==> config.mk <==
export PLATFORM = sky130hd
export DESIGN_NAME = inst_prefetch_queue
export DESIGN_NICKNAME = d
export VERILOG_FILES = /design/src/rtl/inst_prefetch_queue.sv
export SDC_FILE = /design/constraint.sdc
export NUM_CORES = 1
export LEC_CHECK = 0
export ABC_AREA = 1
export BUFFER_PORTS_ARGS = -buffer_cell sky130_fd_sc_hd__buf_2
export CAP_MARGIN = 30
export CORE_ASPECT_RATIO = 1.2
export CORE_UTILIZATION = 45
export DETAILED_ROUTE_END_ITERATION = 16
export GPL_TIMING_DRIVEN = 0
export SETUP_SLACK_MARGIN = 0.3
export SYNTH_ARGS = -nofsm -noshare
export SYNTH_HDL_FRONTEND = slang
export SYNTH_SLANG_ARGS = --single-unit
==> constraint.sdc <==
create_clock -name clk -period 3.09 [get_ports clk]
set_input_delay 0.1545 -clock clk [delete_from_list [all_inputs] [get_ports clk]]
set_output_delay 0.1545 -clock clk [all_outputs]
set_load 0.05 [all_outputs]
==> src/rtl/inst_prefetch_queue.sv <==
// Fetch-side prefetch queue: one-outstanding sequential fetcher feeding a small PC/word FIFO.
// Define PREFETCH_BYPASS_EN to forward an ack straight to decode when the queue is empty.
module inst_prefetch_queue #(
    parameter int unsigned                INST_ADDR_WIDTH     = 16,
    parameter int unsigned                INST_DATA_BIT_WIDTH = 16,
    parameter int unsigned                NUM_BYTES_IN_INST   = 2,
    parameter int unsigned                QUEUE_DEPTH         = 4,
    parameter int unsigned                PTR_WIDTH           = 2,
    parameter logic [INST_ADDR_WIDTH-1:0] RESET_ADDR          = '0
) (
    input  logic                           clk,
    input  logic                           rst,
    input  logic                           redirect,
    input  logic [INST_ADDR_WIDTH-1:0]     redirect_addr,
    input  logic                           halt,
    output logic                           mem_req,
    output logic [INST_ADDR_WIDTH-1:0]     mem_addr,
    input  logic                           mem_ack,
    input  logic [INST_DATA_BIT_WIDTH-1:0] mem_data,
    input  logic                           mem_exc,
    output logic                           inst_valid,
    input  logic                           inst_ready,
    output logic [INST_ADDR_WIDTH-1:0]     inst_pc,
    output logic [INST_DATA_BIT_WIDTH-1:0] inst_data,
    output logic                           inst_exc,
    output logic [PTR_WIDTH:0]             queue_count
);

    localparam logic [INST_ADDR_WIDTH-1:0] PcInc    = INST_ADDR_WIDTH'(NUM_BYTES_IN_INST);
    localparam logic [PTR_WIDTH:0]         DepthCnt = (PTR_WIDTH + 1)'(QUEUE_DEPTH);
    localparam logic [PTR_WIDTH:0]         CntOne   = (PTR_WIDTH + 1)'(1);
    localparam logic [PTR_WIDTH-1:0]       PtrOne   = PTR_WIDTH'(1);

    typedef enum logic [1:0] {StIdle, StReq, StDrain, StStop} state_e;

    state_e                         state_q, state_d;
    logic [INST_ADDR_WIDTH-1:0]     fetch_pc_q, fetch_pc_d;
    logic [INST_ADDR_WIDTH-1:0]     mem_addr_q, mem_addr_d;
    logic [PTR_WIDTH-1:0]           wr_ptr_q, wr_ptr_d;
    logic [PTR_WIDTH-1:0]           rd_ptr_q, rd_ptr_d;
    logic [PTR_WIDTH:0]             count_q, count_d;

    logic [INST_ADDR_WIDTH-1:0]     pc_mem   [QUEUE_DEPTH];
    logic [INST_DATA_BIT_WIDTH-1:0] data_mem [QUEUE_DEPTH];
    logic                           exc_mem  [QUEUE_DEPTH];

    logic ack_accept, fifo_empty, bypass, pop, do_write, do_read, allowed;

    // An ack only produces a word when no redirect is flushing the stream in the same cycle.
    assign ack_accept = (state_q == StReq) && mem_ack && !redirect;
    assign fifo_empty = (count_q == '0);

`ifdef PREFETCH_BYPASS_EN
    assign bypass = fifo_empty && ack_accept;
`else
    assign bypass = 1'b0;
`endif

    assign inst_valid = !fifo_empty || bypass;
    assign pop        = inst_valid && inst_ready && !redirect;
    assign do_write   = ack_accept && !(bypass && inst_ready);
    assign do_read    = pop && !fifo_empty;

    always_comb begin
        count_d = count_q;
        if (redirect) begin
            count_d = '0;
        end else if (do_write && !do_read) begin
            count_d = count_q + CntOne;
        end else if (!do_write && do_read) begin
            count_d = count_q - CntOne;
        end
    end

    assign allowed = !halt && (count_d < DepthCnt);

    always_comb begin
        wr_ptr_d   = redirect ? '0 : (do_write ? wr_ptr_q + PtrOne : wr_ptr_q);
        rd_ptr_d   = redirect ? '0 : (do_read ? rd_ptr_q + PtrOne : rd_ptr_q);
        fetch_pc_d = fetch_pc_q;
        if (redirect) begin
            fetch_pc_d = redirect_addr;
        end else if (ack_accept) begin
            fetch_pc_d = fetch_pc_q + PcInc;
        end
    end

    // FSM: state register
    always_ff @(posedge clk) begin
        if (rst) begin
            state_q <= StIdle;
        end else begin
            state_q <= state_d;
        end
    end

    // FSM: next state
    always_comb begin
        state_d = state_q;
        unique case (state_q)
            StIdle: begin
                if (allowed) state_d = StReq;
            end
            StReq: begin
                if (redirect) begin
                    state_d = mem_ack ? (allowed ? StReq : StIdle) : StDrain;
                end else if (mem_ack) begin
                    state_d = mem_exc ? StStop : (allowed ? StReq : StIdle);
                end
            end
            // The drained ack ends the stale request even if another redirect lands with it.
            StDrain: begin
                if (mem_ack) state_d = allowed ? StReq : StIdle;
            end
            StStop: begin
                if (redirect) state_d = allowed ? StReq : StIdle;
            end
            default: state_d = StIdle;
        endcase
    end

    // FSM: outputs
    always_comb begin
        mem_req  = (state_q == StReq) || (state_q == StDrain);
        mem_addr = mem_addr_q;
    end

    // The address register only loads on entry to (or continuation of) REQ, so DRAIN holds it.
    assign mem_addr_d = (state_d == StReq) ? fetch_pc_d : mem_addr_q;

    always_ff @(posedge clk) begin
        if (rst) begin
            fetch_pc_q <= RESET_ADDR;
            mem_addr_q <= RESET_ADDR;
            wr_ptr_q   <= '0;
            rd_ptr_q   <= '0;
            count_q    <= '0;
        end else begin
            fetch_pc_q <= fetch_pc_d;
            mem_addr_q <= mem_addr_d;
            wr_ptr_q   <= wr_ptr_d;
            rd_ptr_q   <= rd_ptr_d;
            count_q    <= count_d;
        end
    end

    always_ff @(posedge clk) begin
        if (!rst && do_write) begin
            pc_mem[wr_ptr_q]   <= fetch_pc_q;
            data_mem[wr_ptr_q] <= mem_data;
            exc_mem[wr_ptr_q]  <= mem_exc;
        end
    end

    always_comb begin
        inst_pc   = '0;
        inst_data = '0;
        inst_exc  = 1'b0;
        if (bypass) begin
            inst_pc   = fetch_pc_q;
            inst_data = mem_data;
            inst_exc  = mem_exc;
        end else if (!fifo_empty) begin
            inst_pc   = pc_mem[rd_ptr_q];
            inst_data = data_mem[rd_ptr_q];
            inst_exc  = exc_mem[rd_ptr_q];
        end
    end

    assign queue_count = count_q;

endmodule
==> metrics.md, run 1 <==
| Metric | Value |
|---|---|
| Clock network power share | `38.5%` |
| Crit Path Category | `reg -> out` |
| Clock Skew | `0.0103 ns` |
| Worst-path fanout max | `10` |
| Post-synth ARST share | `0%` |
| Power Dens Cells | `567 nW/um^2` |
| Synth cell count leaders | `198 x nor2_1, 132 x edfxtp_1, 111 x nand2_1` |
| Largest net degree at the start of global routing | `27` |
| Worst-margin pin slew | `0.619 ns` |
| Setup violators final | `0` |
| Switch Pwr | `1350 uW` |
| Number of synthesized register bits | `175` |
| Detailed Route Iter0 Violations | `360` |
| Arrival time at the worst endpoint | `2.45 ns` |
| Initial core utilization | `46.2%` |
| Setup_tns | `0 ns` |
| Critical path startpoint category | `flop` |
| Worst slew margin | `58.7%` |
| IO Count | `93` |
| Width of the die | `120 um` |
| # rows | `51` |
| Period utilisation layout | `84.2%` |
| Synth area leaders | `edfxtp_1 53%, dfxtp_1 11%, nor2_1 9.9%` |
| Clk_lat worst skew | `0.42 ns` |
| IO Port Bufs | `92` |
| Clk buf depth | `2` |
| Fin nets | `968` |
| Drt pass-1 iters | `5` |
| DPL Wire Length | `11700 um` |
| Via Count | `5719` |
| Layout area overhead | `22.8%` |
| Vias in the first global route | `5611` |
| CTS H-tree lvls | `4` |
| RePlAce Congestion | `0.821` |
| Core ar. | `16300 sq um` |
| GRT overflow | `0` |
| Inst Count DP | `1078` |
| Peak VDD IR | `0.377 mV` |
| Worst endpoint required time | `2.94 ns` |
| Pre-CTS WS | `0.0173 ns` |
| Period minus WS final | `2.60 ns` |
| WL/cell | `15.3 um` |
| Post-synthesis cell area | `7540 sq um` |
| ANT nets after route | `0` |
| Mapped Cells | `770` |
| Root Driver | `clkbuf_16` |
| Clock transition at path regs | `0.07 ns` |
| Power Total | `5250 uW` |
| P_int | `3900 uW` |
| Total track usage | `21.0%` |
| Total CTS buffers | `17` |
| First-pass GRT wire length | `27500 um` |
| Netlist cell types | `31` |
| Comb pwr share | `11.2%` |
| Sw frac | `25.8%` |
| Status | `completed` |
| Clk sinks | `175` |
| Post-synthesis sequential area ratio | `63.9%` |
| Crit end category | `output pin` |
| Die area | `17300 sq um` |
| CTS tree | `built` |
| Post-synth top flop | `edfxtp_1` |
| Syn_area_per_cell | `9.80 sq um` |
| Yosys top cell area share | `52.5%` |
| Hold violation count in the final report | `0` |
| RSZ-0062 raised after global routing | `true` |
| Routed WL | `17500 um` |
| Hold WC Path Type | `in -> reg` |
| Initial antenna violation count | `0` |
| DRC errors left | `0` |
| Die height | `144 um` |
| Syn_nets | `823` |
| Share of post-route cells with drive strength above 1 | `19.1%` |
| Vias/cell | `5.02` |
| EDFF count, synth | `132` |
| Maxcap violations | `0` |
| Fmax | `0.385 GHz` |
| P_leak | `0.00376 uW` |
| Synthesis warning total | `0` |
| Slew Viols, Final | `0` |
| Antenna cells | `0` |
| Fin cells | `1140` |
| Seq pwr share | `50.4%` |
| Cell taking the most area after synthesis | `edfxtp_1` |
| Setup slack after layout | `0.490 ns` |
| Most frequent cell after synthesis | `nor2_1` |
-- per-stage QoR --
stage	utilization [%]	hold WS, ns	cell area (sq um)
5_1_grt	56.7	0.0106	9260
3_5_place_dp	51.3	0.375	8390
2_1_floorplan	-	0.253	7550
3_3_place_gp	50.7	0.368	8280
4_1_cts	56.4	0.00782	9210
6_report	56.7	0.0148	9260
-- sequential cells by signal, summed over array words and instances, names as in the netlist, named ones only --
| register | cells |
|---|---|
| data_mem | 64 |
| pc_mem | 64 |
| fetch_pc_q | 16 |
| mem_addr | 16 |
| exc_mem | 4 |
| queue_count | 3 |
| rd_ptr_q | 2 |
| state_q | 2 |
| wr_ptr_q | 2 |
-- per-layer routing --
metal | part of all wire [%] | GRT usage, %
met3 | 4.7 | 4.40
met4 | 1.9 | 8.55
met5 | 0 | 0
met2 | 51 | 37.3
met1 | 43 | 24.7
-- critical path, stage by stage, from the launching register on --
cell and delay (ns):
dfxtp_1 0.37, inv_2 0.09, clkbuf_1 0.39, clkbuf_1 0.46, o21ai_0 0.19, a21oi_1 0.23
buf_2 0.31
-- cells in the final DEF, fill, tap and decap left out, types with 5 or more instances in the layout --
cell type      synthesis  final
buf_4                  0      9
clkbuf_2               0      5
clkbuf_16              0     17
inv_1                 56     55
a21oi_1               48     48
buf_2                  1     94
dlygate4sd3_1          0     21
nand3_1               16     15
nor2_1               198    194
nand4_1                6      6
ha_1                  14     12
clkbuf_1              21     19
edfxtp_1             132    132
nand2_1              111    110
o21ai_0               80     80
dfxtp_1               43     40
-- cell families after synthesis --
group | after synthesis | synth area share, %
buffers and inverters | 93 | 4.96
XOR/XNOR | 5 | 0.580
adder cells (fa/ha/maj) | 14 | 2.32
multiplexers | 1 | 0.133
AND/OR/NAND/NOR | 350 | 19.0
AO/OA/AOI/OAI | 132 | 9.02
flip-flops | 175 | 63.9
-- power groups by stage --
stage	sequential, uW	combinational, uW	clock [uW]
after detailed placement	2690	541	0
final	2640	586	2020
after CTS	2640	580	2050
after floorplan	2810	270	0
after global routing	2650	640	2170
after global placement	2690	525	0
-- cell type report --
cell class	instances	area, sq um
flip-flops and latches	175	4830
repair buffers	126	818
plain buffers	33	159
inverters	60	230
fillers	1436	7070
multi-input cells	502	2400
clock buffers	17	425
well taps	212	265
clock inverters	15	138
-- timing repair --
item / in CTS / in global routing
hold buffers: 21 / 0
setup buffers: 4 / 5
pin swaps: 2 / 3
endpoints found under the setup margin: 18 / 41
resized for setup: 7 / 9
endpoints found under the hold margin: 72 / 0
-- path summary, 6_finish.rpt --
kind,startpoint,to,slack (ns),cells after the start
max,flop,inst_data[3],0.49,6
min,redirect_addr[11],fetch_pc_q[11],0.01,3
max reg2reg,state_q[1],mem_addr[7],0.52,20
min reg2reg,queue_count[0],queue_count[0],0.50,2
Power figures use the tool's default switching activity.
==> run 2: changes to the inputs <==
--- a/config.mk
+++ b/config.mk
@@ -5,13 +5,14 @@
 export SDC_FILE = /design/constraint.sdc
 export NUM_CORES = 1
 export LEC_CHECK = 0
-export ABC_AREA = 1
+export ABC_AREA = 0
 export BUFFER_PORTS_ARGS = -buffer_cell sky130_fd_sc_hd__buf_2
 export CAP_MARGIN = 30
 export CORE_ASPECT_RATIO = 1.2
 export CORE_UTILIZATION = 45
 export DETAILED_ROUTE_END_ITERATION = 16
 export GPL_TIMING_DRIVEN = 0
+export PLACE_DENSITY = 0.67
 export SETUP_SLACK_MARGIN = 0.3
 export SYNTH_ARGS = -nofsm -noshare
 export SYNTH_HDL_FRONTEND = slang
==> constraint.sdc (replaced) <==
create_clock -name clk -period 2.3 [get_ports clk]
set_input_delay 0.115 -clock clk [delete_from_list [all_inputs] [get_ports clk]]
set_output_delay 0.115 -clock clk [all_outputs]
set_load 0.05 [all_outputs]
==> run 2 against run 1 <==
Net effect: the run now ends with setup timing left; wire length is 9.9% lower; final cell count decreased by 25%; count of clock-buffer cells in the layout increased by 2; critical path depth up 10; register-to-register slack got worse by 1.0 ns; synthesized area down 3.5%; core utilization up 7.2 points; combinational power is 31% higher; synthesized cell count shrank 40%; highest routed layer unchanged.
==> metrics.md, run 2 <==
| Metric | Value |
|---|---|
| Via Count | `4495 (was 5719)` |
| Die height | `141 um (was 144 um)` |
| DRC errors left | `0 (unchanged)` |
| Initial core utilization | `46.4% (was 46.2%)` |
| Setup_tns | `-8.21 ns (was 0 ns)` |
| Clock transition at path regs | `0.07 ns (about the same)` |
| Cell taking the most area after synthesis | `edfxtp_1 (unchanged)` |
| Worst hold slack | `0.0245 ns (was 0.0148 ns)` |
| RePlAce Congestion | `0.834 (was 0.821)` |
| Total CTS buffers | `17 (unchanged)` |
| Peak VDD IR | `0.475 mV (was 0.377 mV)` |
| Routed WL | `15700 um (was 17500 um)` |
| Worst-path fanout max | `5 (was 10)` |
| Fmax | `0.355 GHz` |
| Setup violators final | `18 (was 0)` |
| Critical path startpoint | `queue_count[0]` |
| Maxcap violations | `0 (unchanged)` |
| CTS H-tree lvls | `4 (unchanged)` |
| Post-synthesis cell area | `7280 sq um (was 7540 sq um)` |
| Clock Skew | `0.00497 ns (was 0.0103 ns)` |
| CP most frequent cell | `inv_4 (was clkbuf_1)` |
| Largest net degree at the start of global routing | `18 (was 27)` |
| Fillers | `1144 (was 1436)` |
| Crit path max-delay cell type | `a2111oi_4 (was clkbuf_1)` |
| Biggest regs | `data_mem: 64 flops, pc_mem: 64 flops (unchanged)` |
| Worst path max stage delay | `0.43 ns (was 0.46 ns)` |
| Multi-input logic area | `2730 sq um (was 2400 sq um)` |
| Worst-margin pin slew | `0.626 ns (was 0.619 ns)` |
| Root Driver | `clkbuf_16 (unchanged)` |
| Period minus WS final | `2.82 ns` |
| Clk_lat worst skew | `0.42 ns (about the same)` |
| Most frequent cells in the layout | `132 x edfxtp_1, 59 x buf_2, 37 x dfxtp_1 (was 194 x nor2_1, 132 x edfxtp_1, 110 x nand2_1)` |
| Arrival time at the worst endpoint | `3.12 ns (was 2.45 ns)` |
| Width of the die | `118 um (was 120 um)` |
| Worst slew margin | `58.1% (was 58.7%)` |
| GRT overflow | `0 (unchanged)` |
| Crit end category | `flop (was output pin)` |
| Fin nets | `684 (was 968)` |
| Syn_nets | `512 (was 823)` |
| RSZ-0062 raised after global routing | `true (unchanged)` |
| WL/cell | `18.5 um (was 15.3 um)` |
| Synthesis warning total | `0 (unchanged)` |
| Number of synthesized register bits | `175 (unchanged)` |
| Violated checks | `setup timing` |
| Clk sinks | `175 (unchanged)` |
| Power Dens Cells | `693 nW/um^2 (was 567 nW/um^2)` |
| Period utilisation layout | `122%` |
| # rows | `50 (was 51)` |
| Vias/cell | `5.28 (was 5.02)` |
| Sequential cell area | `4840 sq um (was 4830 sq um)` |
| CTS tree | `built (unchanged)` |
| Drt pass-1 iters | `5 (unchanged)` |
| Syn_area_per_cell | `15.9 sq um (was 9.80 sq um)` |
| Setup slack after layout | `-0.517 ns (was 0.490 ns)` |
| EDFF count, synth | `132 (unchanged)` |
| Hold violation count in the final report | `0 (unchanged)` |
| Slew Viols, Final | `0 (unchanged)` |
| Synth area leaders | `edfxtp_1 54%, dfxtp_1 12%, mux4_2 10% (was edfxtp_1 53%, dfxtp_1 11%, nor2_1 9.9%)` |
| Area post-placement | `8030 sq um (was 8390 sq um)` |
| Final core occ | `63.9% (was 56.7%)` |
| Vias in the first global route | `4656 (was 5611)` |
| IO Count | `93 (unchanged)` |
| Yosys top cell area share | `54.5% (was 52.5%)` |
| Post-synthesis sequential area ratio | `66.3% (was 63.9%)` |
| Critical path startpoint category | `flop (unchanged)` |
| Critical path's top delay family | `compound AO/OA/AOI/OAI gates (was buffers and inverters)` |
| Netlist cell types | `45 (was 31)` |
| Status | `finished, violations left (was completed)` |
| Synth cell count leaders | `132 x edfxtp_1, 43 x dfxtp_1, 43 x nor2b_1 (was 198 x nor2_1, 132 x edfxtp_1, 111 x nand2_1)` |
| Clk buf depth | `2 (unchanged)` |
| Pre-CTS WS | `-1.04 ns (was 0.0173 ns)` |
| Crit Path Category | `reg -> reg (was reg -> out)` |
| Total track usage | `19.7% (was 21.0%)` |
| Hold WC Path Type | `in -> reg (unchanged)` |
| Post-synth top flop | `edfxtp_1 (unchanged)` |
| Layout area overhead | `37.9% (was 22.8%)` |
| Worst endpoint required time | `2.61 ns (was 2.94 ns)` |
| Design area | `10000 sq um (was 9260 sq um)` |
| First-pass GRT wire length | `24500 um (was 27500 um)` |
| Share of post-route cells with drive strength above 1 | `44.1% (was 19.1%)` |
| Core ar. | `15700 sq um (was 16300 sq um)` |
| Mapped Cells | `459 (was 770)` |
| Worst Path Buf+Inv | `6 (was 4)` |
| Antenna cells | `0 (unchanged)` |
| Hold path start | `redirect_addr[2] (was redirect_addr[11])` |
| Worst R2R Start | `queue_count[0] (was state_q[1])` |
| Worst-path cell chain | `inv_4 > ha_4 > nor2b_4 > inv_4 > and3_4 > buf_8 > inv_4 > ha_4 > and3_4 > a2111oi_4 > o211ai_1 > a22oi_4 > buf_4 > buf_4 > o211ai_1 > o41ai_2 (was inv_2 > clkbuf_1 > clkbuf_1 > o21ai_0 > a21oi_1 > buf_2)` |
| Die area | `16700 sq um (was 17300 sq um)` |
| Commonest non-fill, non-tap cell in the layout | `edfxtp_1 (was nor2_1)` |
| P_leak | `0.00365 uW (was 0.00376 uW)` |
| DPL Wire Length | `9290 um (was 11700 um)` |
| Most frequent cell after synthesis | `edfxtp_1 (was nor2_1)` |
| Post-synth ARST share | `0% (unchanged)` |
| Detailed Route Iter0 Violations | `256 (was 360)` |
| ANT nets after route | `0 (unchanged)` |
| IO Port Bufs | `90 (was 92)` |
| Initial antenna violation count | `0 (unchanged)` |
## run 2: final timing paths
check                                     end  slack, ns  depth (start not counted)
worst max-delay path              mem_addr[5]      -0.52                         16
worst min-delay path            fetch_pc_q[2]       0.02                          3
worst max register to register    mem_addr[5]      -0.52                         16
worst min register to register    mem_addr[3]       0.50                          2
## run 2: cells by family (layout without fill, tap and decap cells)
kind of cell / count (synthesis) / in the layout / share of synthesized area [%]
adder cells (fa/ha/maj): 14 / 14 / 2.41
AND/OR/NAND/NOR: 125 / 129 / 9.45
XOR/XNOR: 17 / 17 / 2.05
flip-flops: 175 / 175 / 66.3
buffers and inverters: 34 / 215 / 1.89
AO/OA/AOI/OAI: 47 / 47 / 5.16
multiplexers: 47 / 47 / 12.8
## run 2: layout make-up
class / instances / share of cell area, %
multi-input combinational: 254 / 27.2
tap: 208 / 2.59
clock buffer: 19 / 4.31
clock inverter: 13 / 1.16
inverter: 11 / 0.486
timing repair buffer: 149 / 13.9
buffer: 23 / 2.14
sequential: 175 / 48.2
## run 2: power by group
group          internal, uW  switching [uW]
combinational           325             441
sequential             3460            60.2
clock                  1490            1180
total                  5280            1680
## run 2: through the flow
| stage | cells | total power, uW |
|---|---|---|
| finish | 852 | 6960 |
| CTS | 849 | 6970 |
| global route | 852 | 7190 |
| floorplan | 459 | 4000 |
| global placement | 757 | 4150 |
| detailed placement | 757 | 4160 |
## run 2: tightest hold or removal path: cells and delay by family
| kind | cells | cell delay (ns) |
|---|---|---|
| simple gates | 1 | 0.13 |
| compound gates | 1 | 0.06 |
| buf+inv | 1 | 0.09 |
## run 2: per-layer routing
layer	GRT usage (%)	vias to the layer above	part of all wire, %
li1	-	2107	-
met1	23.8	2199	40
met2	34.3	162	52
met3	4.50	27	5.5
met4	7.56	0	1.9
met5	0	-	0
## run 2: what timing repair did
| action | CTS | global route |
|---|---|---|
| endpoints found under the setup margin | 189 | 58 |
| setup buffers | 24 | 2 |
| gates resized for setup | 185 | 50 |
| pin swaps | 10 | 5 |
| gates cloned | 7 | 1 |
| endpoints found under the hold margin | 80 | 0 |
| hold buffers | 29 | 0 |
==> run 3: changes to the inputs <==
--- a/config.mk
+++ b/config.mk
@@ -8,11 +8,13 @@
 export ABC_AREA = 0
 export BUFFER_PORTS_ARGS = -buffer_cell sky130_fd_sc_hd__buf_2
 export CAP_MARGIN = 30
+export CELL_PAD_IN_SITES_DETAIL_PLACEMENT = 1
+export CELL_PAD_IN_SITES_GLOBAL_PLACEMENT = 1
 export CORE_ASPECT_RATIO = 1.2
-export CORE_UTILIZATION = 45
+export CORE_UTILIZATION = 44
 export DETAILED_ROUTE_END_ITERATION = 16
 export GPL_TIMING_DRIVEN = 0
-export PLACE_DENSITY = 0.67
+export PLACE_DENSITY_LB_ADDON = 0.1
 export SETUP_SLACK_MARGIN = 0.3
 export SYNTH_ARGS = -nofsm -noshare
 export SYNTH_HDL_FRONTEND = slang
==> run 3 against run 2 <==
Net effect: the run still ends with setup timing left; global-route usage is 2.8 points higher; wire length grew 16%; worst hold slack got worse by 0.0038 ns; highest routed layer unchanged.
==> metrics.md, run 3 (same netlist as run 2, synthesis figures left out) <==
| Metric | Value |
|---|---|
| Vias/cell | `5.32 (was 5.28)` |
| Commonest non-fill, non-tap cell in the layout | `edfxtp_1 (unchanged)` |
| Root Driver | `clkbuf_16 (unchanged)` |
| Status | `finished, violations left (unchanged)` |
| Critical path startpoint category | `flop (unchanged)` |
| Die height | `143 um (was 141 um)` |
| Worst R2R Start | `queue_count[1] (was queue_count[0])` |
| Fmax | `0.346 GHz (was 0.355 GHz)` |
| Initial antenna violation count | `0 (unchanged)` |
| Vias in the first global route | `4962 (was 4656)` |
| WL/cell | `21.2 um (was 18.5 um)` |
| RR Endpoint | `mem_addr[3] (was mem_addr[5])` |
| Most frequent cells in the layout | `132 x edfxtp_1, 59 x buf_2, 35 x dfxtp_1 (was 132 x edfxtp_1, 59 x buf_2, 37 x dfxtp_1)` |
| Clk buf depth | `2 (unchanged)` |
| CTS tree | `built (unchanged)` |
| Worst Reg-to-Reg Cells | `17 (was 16)` |
| Hold depth | `3 (unchanged)` |
| Period utilisation layout | `126% (was 122%)` |
| Antenna cells | `0 (unchanged)` |
| Biggest regs | `data_mem: 64 flops, pc_mem: 64 flops (unchanged)` |
| GRT overflow | `0 (unchanged)` |
| Flop2flop setup slack | `-0.59 ns (was -0.52 ns)` |
| Area post-placement | `8040 sq um (was 8030 sq um)` |
| Core ar. | `16200 sq um (was 15700 sq um)` |
| P_leak | `0.00374 uW (was 0.00365 uW)` |
| Clk_lat worst skew | `0.43 ns (was 0.42 ns)` |
| Setup slack after layout | `-0.594 ns (was -0.517 ns)` |
| Peak VDD IR | `0.520 mV (was 0.475 mV)` |
| Hold WC Path Type | `in -> reg (unchanged)` |
| IO Port Bufs | `90 (unchanged)` |
| WHS Endpoint | `fetch_pc_q[13] (was fetch_pc_q[2])` |
| Final core occ | `63.1% (was 63.9%)` |
| # rows | `51 (was 50)` |
| Arrival time at the worst endpoint | `3.18 ns (was 3.12 ns)` |
| Crit path max-delay cell type | `dfxtp_4 (was a2111oi_4)` |
| Drt pass-1 iters | `4 (was 5)` |
| Power Total | `7440 uW (was 6960 uW)` |
| Total CTS buffers | `17 (unchanged)` |
| First-pass GRT wire length | `28100 um (was 24500 um)` |
| DPL Wire Length | `10200 um (was 9290 um)` |
| Worst endpoint required time | `2.59 ns (was 2.61 ns)` |
| Crit end category | `flop (unchanged)` |
| Maxcap violations | `0 (unchanged)` |
| Clock Skew | `0.0105 ns (was 0.00497 ns)` |
| Routed WL | `18200 um (was 15700 um)` |
| Worst-margin pin slew | `0.675 ns (was 0.626 ns)` |
| Worst path max stage delay | `0.36 ns (was 0.43 ns)` |
| IO Count | `93 (unchanged)` |
| Die area | `17100 sq um (was 16700 sq um)` |
| Hold path start | `redirect_addr[13] (was redirect_addr[2])` |
| Largest net degree at the start of global routing | `18 (unchanged)` |
| DRC errors left | `0 (unchanged)` |
| Slew Viols, Final | `0 (unchanged)` |
| Fin nets | `685 (was 684)` |
| Layout area overhead | `40.4% (was 37.9%)` |
| Worst-path cell chain | `inv_4 > ha_4 > nor2b_4 > inv_4 > and3_4 > buf_8 > inv_4 > ha_4 > and4b_2 > buf_6 > a2111oi_4 > o211ai_1 > a22oi_4 > buf_6 > buf_6 > o211ai_1 > o41ai_2 (was inv_4 > ha_4 > nor2b_4 > inv_4 > and3_4 > buf_8 > inv_4 > ha_4 > and3_4 > a2111oi_4 > o211ai_1 > a22oi_4 > buf_4 > buf_4 > o211ai_1 > o41ai_2)` |
| Via Count | `4556 (was 4495)` |
| RePlAce Congestion | `0.760 (was 0.834)` |
| Initial core utilization | `44.9% (was 46.4%)` |
| Clock transition at path regs | `0.07 ns (about the same)` |
| Share of post-route cells with drive strength above 1 | `45.0% (was 44.1%)` |
| Detailed Route Iter0 Violations | `254 (was 256)` |
| Worst Path Buf+Inv | `7 (was 6)` |
| Design area | `10200 sq um (was 10000 sq um)` |
| Period minus WS final | `2.89 ns (was 2.82 ns)` |
| Hold violation count in the final report | `0 (unchanged)` |
| Power Dens Cells | `728 nW/um^2 (was 693 nW/um^2)` |
| Width of the die | `119 um (was 118 um)` |
| Critical path's top delay family | `compound AO/OA/AOI/OAI gates (unchanged)` |
| Worst slew margin | `54.8% (was 58.1%)` |
| Setup violators final | `18 (unchanged)` |
| RSZ-0062 raised after global routing | `true (unchanged)` |
| Crit Path Category | `reg -> reg (unchanged)` |
| Clk sinks | `175 (unchanged)` |
| Total track usage | `22.5% (was 19.7%)` |
| ANT nets after route | `0 (unchanged)` |
| Worst-path fanout max | `5 (unchanged)` |
| Violated checks | `setup timing (unchanged)` |
| CTS H-tree lvls | `4 (unchanged)` |
==> run 3: changes by cell type in the layout (fill, tap and decap cells not counted), moves of 4 or more <==
cell / previous run / this run
buf_6: 23 / 18
buf_8: 25 / 31
clkinvlp_4: 5 / 1
bufinv_16: 1 / 5
==> run 3: worst reg2reg max path, stage by stage (launching register included) <==
cell and delay (ns):
dfxtp_4 0.36, inv_4 0.04, ha_4 0.14, nor2b_4 0.13
inv_4 0.05, and3_4 0.18, buf_8 0.11, inv_4 0.03
ha_4 0.16, and4b_2 0.33, buf_6 0.12, a2111oi_4 0.03
o211ai_1 0.33, a22oi_4 0.11, buf_6 0.16, buf_6 0.12
o211ai_1 0.22, o41ai_2 0.12
==> run 3: timing repair <==
action | in CTS | in global routing
resized for setup | 201 | 54
setup buffers | 26 | 2
hold endpoints to repair | 79 | 0
cloned | 7 | 1
hold buffers | 28 | 0
pin swaps | 14 | 6
endpoints found under the setup margin | 190 | 178
==> run 3: report_power, final <==
group	total (uW)	switching, uW	leakage, uW	internal, uW
Sequential	3520	61.9	0.00155	3460
Clock	3100	1190	0.000306	1910
Combinational	820	468	0.00188	352
==> run 3: per-layer routing <==
metal / GRT usage [%] / part of all wire (%) / vias to the layer above
met5: 0 / 0 / -
met4: 7.37 / 1.6 / 0
met3: 4.35 / 3.0 / 22
met2: 41.6 / 56 / 104
met1: 26.1 / 40 / 2336
li1: - / - / 2094
==> run 3: worst max-delay path by stage <==
stage	cells after the start	end	start
6_report	17	mem_addr[3]	queue_count[1]
5_1_grt	17	mem_addr[3]	queue_count[0]
4_1_cts	15	mem_addr[12]	queue_count[1]
3_5_place_dp	12	mem_addr[13]	redirect
3_3_place_gp	12	mem_addr[6]	redirect
2_1_floorplan	14	mem_addr[0]	queue_count[0]
==> run 3: stage by stage <==
step	TNS [ns]	hold WS, ns	std cells	setup WS, ns
finish	-9.62	0.0207	857	-0.594
global route	-11.10	0.0216	857	-0.673
CTS	-9.47	0.0133	854	-0.566
detailed placement	-31.63	0.333	761	-1.07
global placement	-29.86	0.326	761	-1.05
floorplan	-11.17	0.214	459	-0.667
==> run 3: final cells by class <==
cell class | instances | area [sq um]
Buffer | 23 | 250
Clock buffer | 19 | 433
Clock inverter | 13 | 194
Fill cell | 1494 | 5990
Inverter | 11 | 51.3
Multi-Input combinational cell | 254 | 2770
Sequential cell | 175 | 4840
Tap cell | 212 | 265
Timing Repair Buffer | 150 | 1420
